===== src/rtl/vga_scaled_display.sv =====
// VGA timing engine with integer-scaled frame-buffer addressing and a sync/blank delay line
// that lines the pins up with frame-buffer data returned READ_LATENCY pixel ticks after the address.
module vga_scaled_display #(
    parameter int unsigned ColorBits    = 3,
    parameter int unsigned screenX      = 320,
    parameter int unsigned screenY      = 240,
    parameter int unsigned SCALE_SHIFT  = 1,
    parameter int unsigned H_ACTIVE     = 640,
    parameter int unsigned H_FP         = 16,
    parameter int unsigned H_SYNC       = 96,
    parameter int unsigned H_BP         = 48,
    parameter int unsigned V_ACTIVE     = 480,
    parameter int unsigned V_FP         = 10,
    parameter int unsigned V_SYNC       = 2,
    parameter int unsigned V_BP         = 33,
    parameter bit          SYNC_POL     = 1'b0,
    parameter int unsigned CLK_DIV      = 2,
    parameter int unsigned READ_LATENCY = 1,
    parameter int unsigned ADDR_X_W     = 9,
    parameter int unsigned ADDR_Y_W     = 8
) (
    input  logic                 clock,
    input  logic                 reset,
    input  logic [ColorBits-1:0] readValueMemory,
    input  logic [23:0]          border_color,
    output logic [ADDR_X_W-1:0]  XRead,
    output logic [ADDR_Y_W-1:0]  YRead,
    output logic                 hsync,
    output logic                 vsync,
    output logic                 blank,
    output logic [7:0]           red,
    output logic [7:0]           green,
    output logic [7:0]           blue,
    output logic                 pixel_tick,
    output logic                 frame_start
);

    localparam int unsigned HTotal = H_ACTIVE + H_FP + H_SYNC + H_BP;
    localparam int unsigned VTotal = V_ACTIVE + V_FP + V_SYNC + V_BP;
    localparam int unsigned HW     = $clog2(HTotal);
    localparam int unsigned VW     = $clog2(VTotal);
    localparam int unsigned DW     = (CLK_DIV > 1) ? $clog2(CLK_DIV) : 1;
    localparam int unsigned K      = ColorBits / 3;
    localparam int unsigned L      = READ_LATENCY;
    localparam bit          SyncOff = ~SYNC_POL;

    // Repeat the k-bit channel MSB-first so full scale maps to 8'hFF.
    function automatic logic [7:0] expand(input logic [K-1:0] c);
        logic [7:0] r;
        for (int i = 0; i < 8; i++) begin
            r[7-i] = c[K-1-(i%K)];
        end
        return r;
    endfunction

    logic          run_q;
    logic          tick;
    logic [DW-1:0] div_q, div_d;
    logic [HW-1:0] h_q, h_d;
    logic [VW-1:0] v_q, v_d;
    logic [31:0]   h_ext, v_ext, hx, vy;
    logic          hs_now, vs_now, act_now, img_now, org_now;

    logic [ADDR_X_W-1:0] xread_q, xread_d;
    logic [ADDR_Y_W-1:0] yread_q, yread_d;

    logic [L-1:0] dl_hs_q, dl_hs_d, dl_vs_q, dl_vs_d;
    logic [L-1:0] dl_act_q, dl_act_d, dl_img_q, dl_img_d, dl_org_q, dl_org_d;

    logic       hsync_q, hsync_d, vsync_q, vsync_d, blank_q, blank_d, fs_q, fs_d;
    logic [7:0] red_q, red_d, green_q, green_d, blue_q, blue_d;

    // run_q keeps pixel_tick low in the clock right after reset, even with CLK_DIV=1.
    assign tick = run_q && (div_q == DW'(CLK_DIV - 1));

    always_comb begin
        div_d = div_q;
        h_d   = h_q;
        v_d   = v_q;
        if (run_q) begin
            div_d = (div_q == DW'(CLK_DIV - 1)) ? '0 : div_q + 1'b1;
        end
        if (tick) begin
            if (h_q == HW'(HTotal - 1)) begin
                h_d = '0;
                v_d = (v_q == VW'(VTotal - 1)) ? '0 : v_q + 1'b1;
            end else begin
                h_d = h_q + 1'b1;
            end
        end
    end

    always_comb begin
        h_ext   = 32'(h_q);
        v_ext   = 32'(v_q);
        hx      = h_ext >> SCALE_SHIFT;
        vy      = v_ext >> SCALE_SHIFT;
        hs_now  = (h_ext >= H_ACTIVE + H_FP) && (h_ext < H_ACTIVE + H_FP + H_SYNC);
        vs_now  = (v_ext >= V_ACTIVE + V_FP) && (v_ext < V_ACTIVE + V_FP + V_SYNC);
        act_now = (h_ext < H_ACTIVE) && (v_ext < V_ACTIVE);
        img_now = act_now && (hx < screenX) && (vy < screenY);
        org_now = (h_q == '0) && (v_q == '0);
        xread_d = img_now ? hx[ADDR_X_W-1:0] : '0;
        yread_d = img_now ? vy[ADDR_Y_W-1:0] : '0;
    end

    // Sync bits travel at pin level so reset can park them at the idle level.
    always_comb begin
        dl_hs_d     = dl_hs_q;
        dl_vs_d     = dl_vs_q;
        dl_act_d    = dl_act_q;
        dl_img_d    = dl_img_q;
        dl_org_d    = dl_org_q;
        dl_hs_d[0]  = hs_now ? SYNC_POL : SyncOff;
        dl_vs_d[0]  = vs_now ? SYNC_POL : SyncOff;
        dl_act_d[0] = act_now;
        dl_img_d[0] = img_now;
        dl_org_d[0] = org_now;
        for (int i = 1; i < int'(L); i++) begin
            dl_hs_d[i]  = dl_hs_q[i-1];
            dl_vs_d[i]  = dl_vs_q[i-1];
            dl_act_d[i] = dl_act_q[i-1];
            dl_img_d[i] = dl_img_q[i-1];
            dl_org_d[i] = dl_org_q[i-1];
        end
    end

    always_comb begin
        hsync_d = hsync_q;
        vsync_d = vsync_q;
        blank_d = blank_q;
        red_d   = red_q;
        green_d = green_q;
        blue_d  = blue_q;
        if (tick) begin
            hsync_d = dl_hs_q[L-1];
            vsync_d = dl_vs_q[L-1];
            blank_d = dl_act_q[L-1];
            if (dl_img_q[L-1]) begin
                red_d   = expand(readValueMemory[3*K-1 -: K]);
                green_d = expand(readValueMemory[2*K-1 -: K]);
                blue_d  = expand(readValueMemory[K-1:0]);
            end else if (dl_act_q[L-1]) begin
                red_d   = border_color[23:16];
                green_d = border_color[15:8];
                blue_d  = border_color[7:0];
            end else begin
                red_d   = 8'h00;
                green_d = 8'h00;
                blue_d  = 8'h00;
            end
        end
        fs_d = tick && dl_org_q[L-1];
    end

    always_ff @(posedge clock) begin
        if (reset) begin
            run_q    <= 1'b0;
            div_q    <= '0;
            h_q      <= '0;
            v_q      <= '0;
            xread_q  <= '0;
            yread_q  <= '0;
            dl_hs_q  <= {L{SyncOff}};
            dl_vs_q  <= {L{SyncOff}};
            dl_act_q <= '0;
            dl_img_q <= '0;
            dl_org_q <= '0;
            hsync_q  <= SyncOff;
            vsync_q  <= SyncOff;
            blank_q  <= 1'b0;
            red_q    <= 8'h00;
            green_q  <= 8'h00;
            blue_q   <= 8'h00;
            fs_q     <= 1'b0;
        end else begin
            run_q   <= 1'b1;
            div_q   <= div_d;
            h_q     <= h_d;
            v_q     <= v_d;
            hsync_q <= hsync_d;
            vsync_q <= vsync_d;
            blank_q <= blank_d;
            red_q   <= red_d;
            green_q <= green_d;
            blue_q  <= blue_d;
            fs_q    <= fs_d;
            if (tick) begin
                xread_q  <= xread_d;
                yread_q  <= yread_d;
                dl_hs_q  <= dl_hs_d;
                dl_vs_q  <= dl_vs_d;
                dl_act_q <= dl_act_d;
                dl_img_q <= dl_img_d;
                dl_org_q <= dl_org_d;
            end
        end
    end

    assign XRead       = xread_q;
    assign YRead       = yread_q;
    assign hsync       = hsync_q;
    assign vsync       = vsync_q;
    assign blank       = blank_q;
    assign red         = red_q;
    assign green       = green_q;
    assign blue        = blue_q;
    assign pixel_tick  = tick;
    assign frame_start = fs_q;

endmodule


===== config.mk =====
export PLATFORM = sky130hd
export DESIGN_NAME = vga_scaled_display
export DESIGN_NICKNAME = d
export VERILOG_FILES = /design/src/rtl/vga_scaled_display.sv
export SDC_FILE = /design/constraint.sdc
export NUM_CORES = 1
export LEC_CHECK = 0
export ABC_AREA = 1
export CAP_MARGIN = 20
export CORE_MARGIN = 5
export CORE_UTILIZATION = 52
export DETAILED_ROUTE_END_ITERATION = 10
export PLACE_DENSITY = 0.85
export SYNTH_ARGS = -nofsm -noshare
export SYNTH_HDL_FRONTEND = slang
export SYNTH_SLANG_ARGS = --single-unit

===== constraint.sdc =====
create_clock -name clock -period 3.2 [get_ports clock]
set_input_delay 0.32 -clock clock [delete_from_list [all_inputs] [get_ports clock]]
set_output_delay 0.32 -clock clock [all_outputs]
set_load 0.01 [all_outputs]

==> impl_metrics.tcl, run 1 <==
set metrics [dict create \
    synth-edff-count 0 \
    period_minus_slack_ps 1934 \
    die_y_um 84.38 \
    ir_worst_vdd_uv 293.9 \
    die_w_um 84.38 \
    yosys.area_share.adder_pct 2.175 \
    io_buffer_count 50 \
    place_hpwl_um 4802 \
    grt_start_max_net_pins 45 \
    crit_path_end_kind "output port" \
    rsz0062_at_grt "no" \
    num_vias 2595 \
    hp-class "flip-flop to flip-flop" \
    root_buffer "clkbuf_8" \
    viasPerCell 5.098 \
    r2r_start "h_q[0]$_SDFFE_PP0P_" \
    crit_path_start_kind "flip-flop" \
    cts.sinks 71 \
    cp_slowest_cell "clkdlybuf4s50_1" \
    synth.net_count 411 \
    worstHoldPathCells 2 \
    holdPathEnd "frame_start$_SDFF_PP0_" \
    ant_nets 0 \
    post-route-util_pct 66.74 \
    whs_ps 449.0 \
    n_antenna_cell 0 \
    cts_max_level 3 \
    die-area_um2 7119 \
    drive_above_1_share_pct 9.840 \
    critical-path-max-stage-delay_ps 570 \
    avgSynthCellArea_um2 7.630 \
    fin_crit_sh_pct 60.45 \
    r2r-end "v_q[2]$_SDFFE_PP0P_" \
    synth_xor_area_share_pct 0.3045 \
    cp.arrival_ps 1610 \
    dr.first_iter.drc_count 113 \
    slew_violations 0 \
    grt_pass1_wl_um 11100 \
    hold_start "dl_org_q$_SDFFE_PP0P_" \
    cp_max_fo 9 \
    reg2regPathDepth 8 \
    synth-main-ff-cell "dfxtp_1" \
    routed_wl_um 6573 \
    tightest_slew_ps 660.0 \
    drv_cap 0 \
    clock_latency_ps 350 \
    post-cts-setup-buffers 0 \
    syn_inst 377 \
    instances_no_fill 509 \
    crit_buf_inv 2 \
    avgRoutedWirePerCell_um 12.91 \
    grt_pass1_vias 2462 \
    antenna_found_initial 0 \
    setup_violations 0 \
    nNetsFinal 466 \
    synthDistinctLibCells 28 \
    relSlewSlack_pct 55.94 \
    cts_made_buffers 9 \
    async_flop_share_pct 0 \
    design_area_um2 3630 \
    cp_data_required_time_ps 2880 \
    drt_pass1_iterations 4 \
    fin_setup_tns_ps 0 \
    p_leak_uw 0.001581 \
    dp_cells 493 \
    netlist.area_leader.share_pct 49.41 \
    grt-ovfl-total 0 \
    area_growth_pct 26.19 \
    dpl_cell_area_um2 3431 \
    synth-seq-area-share_pct 49.41 \
    drc 0 \
    synth_top_family_by_area "simple AND/OR/NAND/NOR gates" \
    crit_chain "nand2_4 > inv_2 > clkdlybuf4s50_1" \
    ctsHoldBuffers 0 \
    status "finished clean" \
    yosysWarnings 0 \
    fin_skew_ps 6.486 \
    cts_resized 0 \
    r2r_slack_ps 1610 \
    rows 27 \
    coreArea_um2 5439 \
    synth_compound_area_share_pct 9.004 \
    synth_simple_gate_area_share_pct 32.23 \
    ys_seq_elements 71 \
    io_pins 75 \
    synth_mux_area_share_pct 0 \
    start_util_pct 52.89 \
    num-fill-cells 432 \
    syn-cell-area_um2 2877 \
    yosys-top-cells-area "dfxtp_1, nand2_1, nor2_1" \
    track_usage_pct 19.28 \
    clk_pin_slew_ps 70 \
    cts_tree "yes" \
    power_density_nw_per_um2 458.0 \
    clk_path_buf_depth 2 \
    path_class "flip-flop to output port" \
    place.gp.congestion 0.9193 \
    fmax_mhz 517.0 \
    cp_top_family "buffers and inverters" \
    synth_area_leader_cell "dfxtp_1" \
    hold_viol_final 0 \
]
==> Yosys cell counts, types with 5 or more instances <==
library cell	number
nor3_1	9
o21ai_0	14
buf_2	5
nand2_1	126
nor2_1	43
dfxtp_1	71
a21oi_1	6
inv_2	8
nand3_1	18
o21ai_2	9
nand4_1	9
inv_1	33
ha_1	5
==> state kept, by name, indices dropped and copies added, names as in the netlist <==
register / flops
frame_start: 1
vsync: 1
blue: 8
div_q: 1
YRead: 8
dl_org_q: 1
XRead: 9
blank: 1
dl_act_q: 1
dl_hs_q: 1
hsync: 1
v_q: 10
green: 8
red: 8
h_q: 10
dl_vs_q: 1
run_q: 1
==> per-layer routing <==
metal  vias to the layer above  GRT usage [%]  routed length (um)
li1                       1315              -                   -
met1                      1188          22.01                2858
met2                        82          33.07                3180
met3                        10          6.869                 431
met4                         0          7.338                 103
met5                         -              0                   0
==> cell type report <==
| cell class | instances | area [um^2] | share of cell area (%) |
|---|---|---|---|
| clock inverter | 5 | 57.56 | 1.586 |
| tap | 72 | 90.09 | 2.482 |
| clock buffer | 11 | 141.4 | 3.895 |
| multi-input combinational | 258 | 1257 | 34.64 |
| inverter | 41 | 153.9 | 4.240 |
| sequential | 71 | 1421 | 39.16 |
| timing repair buffer | 51 | 508.0 | 14.00 |
==> per-stage QoR <==
stage                     total power [uW]  setup WS [ps]
final                                 1662           1266
after global routing                  1719           1179
after CTS                             1680           1250
after detailed placement             978.1           1117
after global placement               976.0           1157
after floorplan                      957.1           1838
==> worst register-to-register path: cells and delay by family, from the launching register on <==
kind | cells | cell delay (ps)
simple gates | 6 | 780
fa+ha+maj | 1 | 240
flops | 1 | 380
buf+inv | 1 | 80
==> cell usage in the layout (no fill, tap or decap) <==
| master | synthesis | routed |
|---|---|---|
| nand3_4 | 1 | 1 |
| o22ai_1 | 2 | 2 |
| xor2_1 | 1 | 1 |
| a21oi_1 | 6 | 6 |
| o21ai_0 | 14 | 14 |
| nor2_4 | 1 | 1 |
| o2111ai_4 | 1 | 1 |
| clkdlybuf4s50_1 | 0 | 50 |
| o21ai_1 | 3 | 3 |
| nand3_1 | 18 | 18 |
| a41oi_1 | 1 | 1 |
| clkbuf_1 | 0 | 1 |
| dfxtp_1 | 71 | 71 |
| buf_4 | 1 | 1 |
| nor2_8 | 1 | 1 |
| nor3_1 | 9 | 9 |
| inv_2 | 8 | 8 |
| o21ai_2 | 9 | 9 |
| clkinv_4 | 0 | 2 |
| o22a_1 | 1 | 1 |
| nand4_1 | 9 | 9 |
| nand2_4 | 3 | 3 |
| clkbuf_8 | 0 | 10 |
| nor2_1 | 43 | 43 |
| bufinv_16 | 0 | 1 |
| inv_1 | 33 | 33 |
| nand2_1 | 126 | 126 |
| ha_1 | 5 | 5 |
| nor2_2 | 2 | 2 |
| a22o_1 | 1 | 1 |
| nand2_2 | 1 | 1 |
| clkinv_2 | 0 | 2 |
==> where the power goes <==
group	internal, uW	leakage, uW	switching (uW)	total [uW]
Sequential	891	0.000573	5.50	896
Clock	381	0.000103	323	704
Combinational	20.8	0.000905	41.1	61.9
==> how the worst max path moves through the flow <==
stage / slack [ps] / start / to / cells after the start
detailed placement: 1120 / reset / XRead[2]$_SDFFE_PP0P_ / 6
CTS: 1250 / div_q$_SDFFE_PP0P_ / pixel_tick / 3
global placement: 1160 / reset / XRead[0]$_SDFFE_PP0P_ / 6
global route: 1180 / div_q$_SDFFE_PP0P_ / pixel_tick / 3
floorplan: 1840 / h_q[0]$_SDFFE_PP0P_ / v_q[2]$_SDFFE_PP0P_ / 8
finish: 1270 / div_q$_SDFFE_PP0P_ / pixel_tick / 3
==> cell families after synthesis <==
kind of cell | count (synthesis)
buf+inv | 48
xor+xnor | 1
flops | 71
simple gates | 214
compound gates | 38
fa+ha+maj | 5
Note: power is estimated with default switching activity, not from simulation.
==> run 2: changes to the inputs <==
Settings changed: CORE_UTILIZATION 52 to 48, PLACE_DENSITY 0.85 to 0.79.
Clock period 3.2 ns to 2 ns, I/O delays scaled along.
==> impl_metrics.tcl, run 2 (same netlist as run 1, synthesis figures left out) <==
set metrics [dict create \
    post-cts-setup-buffers 0 \
    grt_pass1_wl_um 11130 \
    ant_nets 0 \
    fmax_mhz 547.3 \
    root_buffer "clkbuf_8" \
    cts_max_level 3 \
    cp_slowest_cell "clkdlybuf4s50_1" \
    drt_pass1_iterations 5 \
    ctsHoldBuffers 0 \
    crit_path_end_kind "output port" \
    place_hpwl_um 4835 \
    setup_violations 0 \
    dpl_cell_area_um2 3462 \
    track_usage_pct 18.44 \
    die-area_um2 7641 \
    crit_path_start_kind "flip-flop" \
    rsz0062_at_grt "no" \
    area_growth_pct 27.14 \
    whs_ps 429.6 \
    hold_viol_final 0 \
    critical-path-max-stage-delay_ps 580 \
    cp_max_fo 9 \
    die_y_um 87.41 \
    die_w_um 87.41 \
    fin_skew_ps 10.06 \
    slew_violations 0 \
    fin_crit_sh_pct 91.37 \
    cts.sinks 71 \
    design_power_total_uw 2673 \
    cts_made_buffers 9 \
    status "finished clean" \
    cp.arrival_ps 1630 \
    io_buffer_count 50 \
    crit_chain "nand2_4 > inv_2 > clkdlybuf4s50_1" \
    clk_path_buf_depth 2 \
    cts_tree "yes" \
    rows 28 \
    final_common_cell "nand2_1" \
    path_class "flip-flop to output port" \
    period_minus_slack_ps 1827 \
    post-route-util_pct 62.14 \
    antenna_found_initial 0 \
    layout_common_cells "nand2_1, dfxtp_1, clkdlybuf4s50_1" \
    cts_resized 0 \
    avgRoutedWirePerCell_um 12.45 \
    crit_buf_inv 2 \
    hp-class "flip-flop to flip-flop" \
    drc 0 \
    num_vias 2527 \
    coreArea_um2 5886 \
    drv_cap 0 \
    dr.first_iter.drc_count 100 \
    power_density_nw_per_um2 730.8 \
    grt_start_max_net_pins 26 \
    viasPerCell 4.926 \
    cp_top_family "buffers and inverters" \
    p_leak_uw 0.001595 \
    design_area_um2 3657 \
    ir_worst_vdd_uv 393.1 \
    place.gp.congestion 0.9259 \
    cp_data_required_time_ps 1800 \
    drive_above_1_share_pct 10.27 \
    clock_latency_ps 340 \
    nNetsFinal 468 \
    clk_pin_slew_ps 70 \
    n_antenna_cell 0 \
    relSlewSlack_pct 58.69 \
    start_util_pct 48.87 \
    grt_pass1_vias 2436 \
    io_pins 75 \
    tightest_slew_ps 619.4 \
    grt-ovfl-total 0 \
    routed_wl_um 6386 \
    fin_setup_tns_ps 0 \
]
[run 2: cell types whose count changed in the layout (fill, tap and decap cells not counted)]
cell,before,now
clkinv_4,2,1
clkbuf_1,1,0
buf_12,0,1
buf_4,1,2
inv_6,0,1
[run 2: worst register-to-register path: stages (launching register included)]
cell,delay [ps]
dfxtp_1,380
ha_1,250
nand3_1,160
nor2_4,160
nand3_4,170
nand2_4,160
nand2_4,80
inv_2,80
nor2_1,40
[run 2: where the power goes]
group          internal, uW  switching (uW)  total (uW)
sequential             1420            8.67        1430
clock                   605             528        1130
combinational          40.1            66.1         106
total                  2070             603        2670
[run 2: layout make-up]
class / instances / area [um^2]
Sequential cell: 71 / 1421
Tap cell: 75 / 93.84
Clock buffer: 10 / 137.6
Multi-Input combinational cell: 258 / 1257
Inverter: 41 / 153.9
Timing Repair Buffer: 53 / 535.5
Fill cell: 519 / 2228
Clock inverter: 5 / 57.56
[run 2: path summary, 6_finish.rpt]
path         slack, ps             startpoint  depth (start not counted)                     end
max                170          run_q$_DFF_P_                          3              pixel_tick
max reg2reg        420    h_q[0]$_SDFFE_PP0P_                          8     v_q[2]$_SDFFE_PP0P_
min                430  dl_org_q$_SDFFE_PP0P_                          2  frame_start$_SDFF_PP0_
min reg2reg        430  dl_org_q$_SDFFE_PP0P_                          2  frame_start$_SDFF_PP0_
[run 2: stage by stage]
| stage | setup WS [ps] | std cells |
|---|---|---|
| floorplan | 638.1 | 377 |
| global placement | 278.8 | 498 |
| detailed placement | 256.4 | 498 |
| CTS | 168.1 | 513 |
| global route | 98.54 | 513 |
| finish | 172.7 | 513 |
[run 2: layer usage]
layer	track usage [%]	part of all wire, %
met5	0	0
met3	5.771	7.1
met1	22.39	44
met2	30.68	48
met4	6.416	1.2
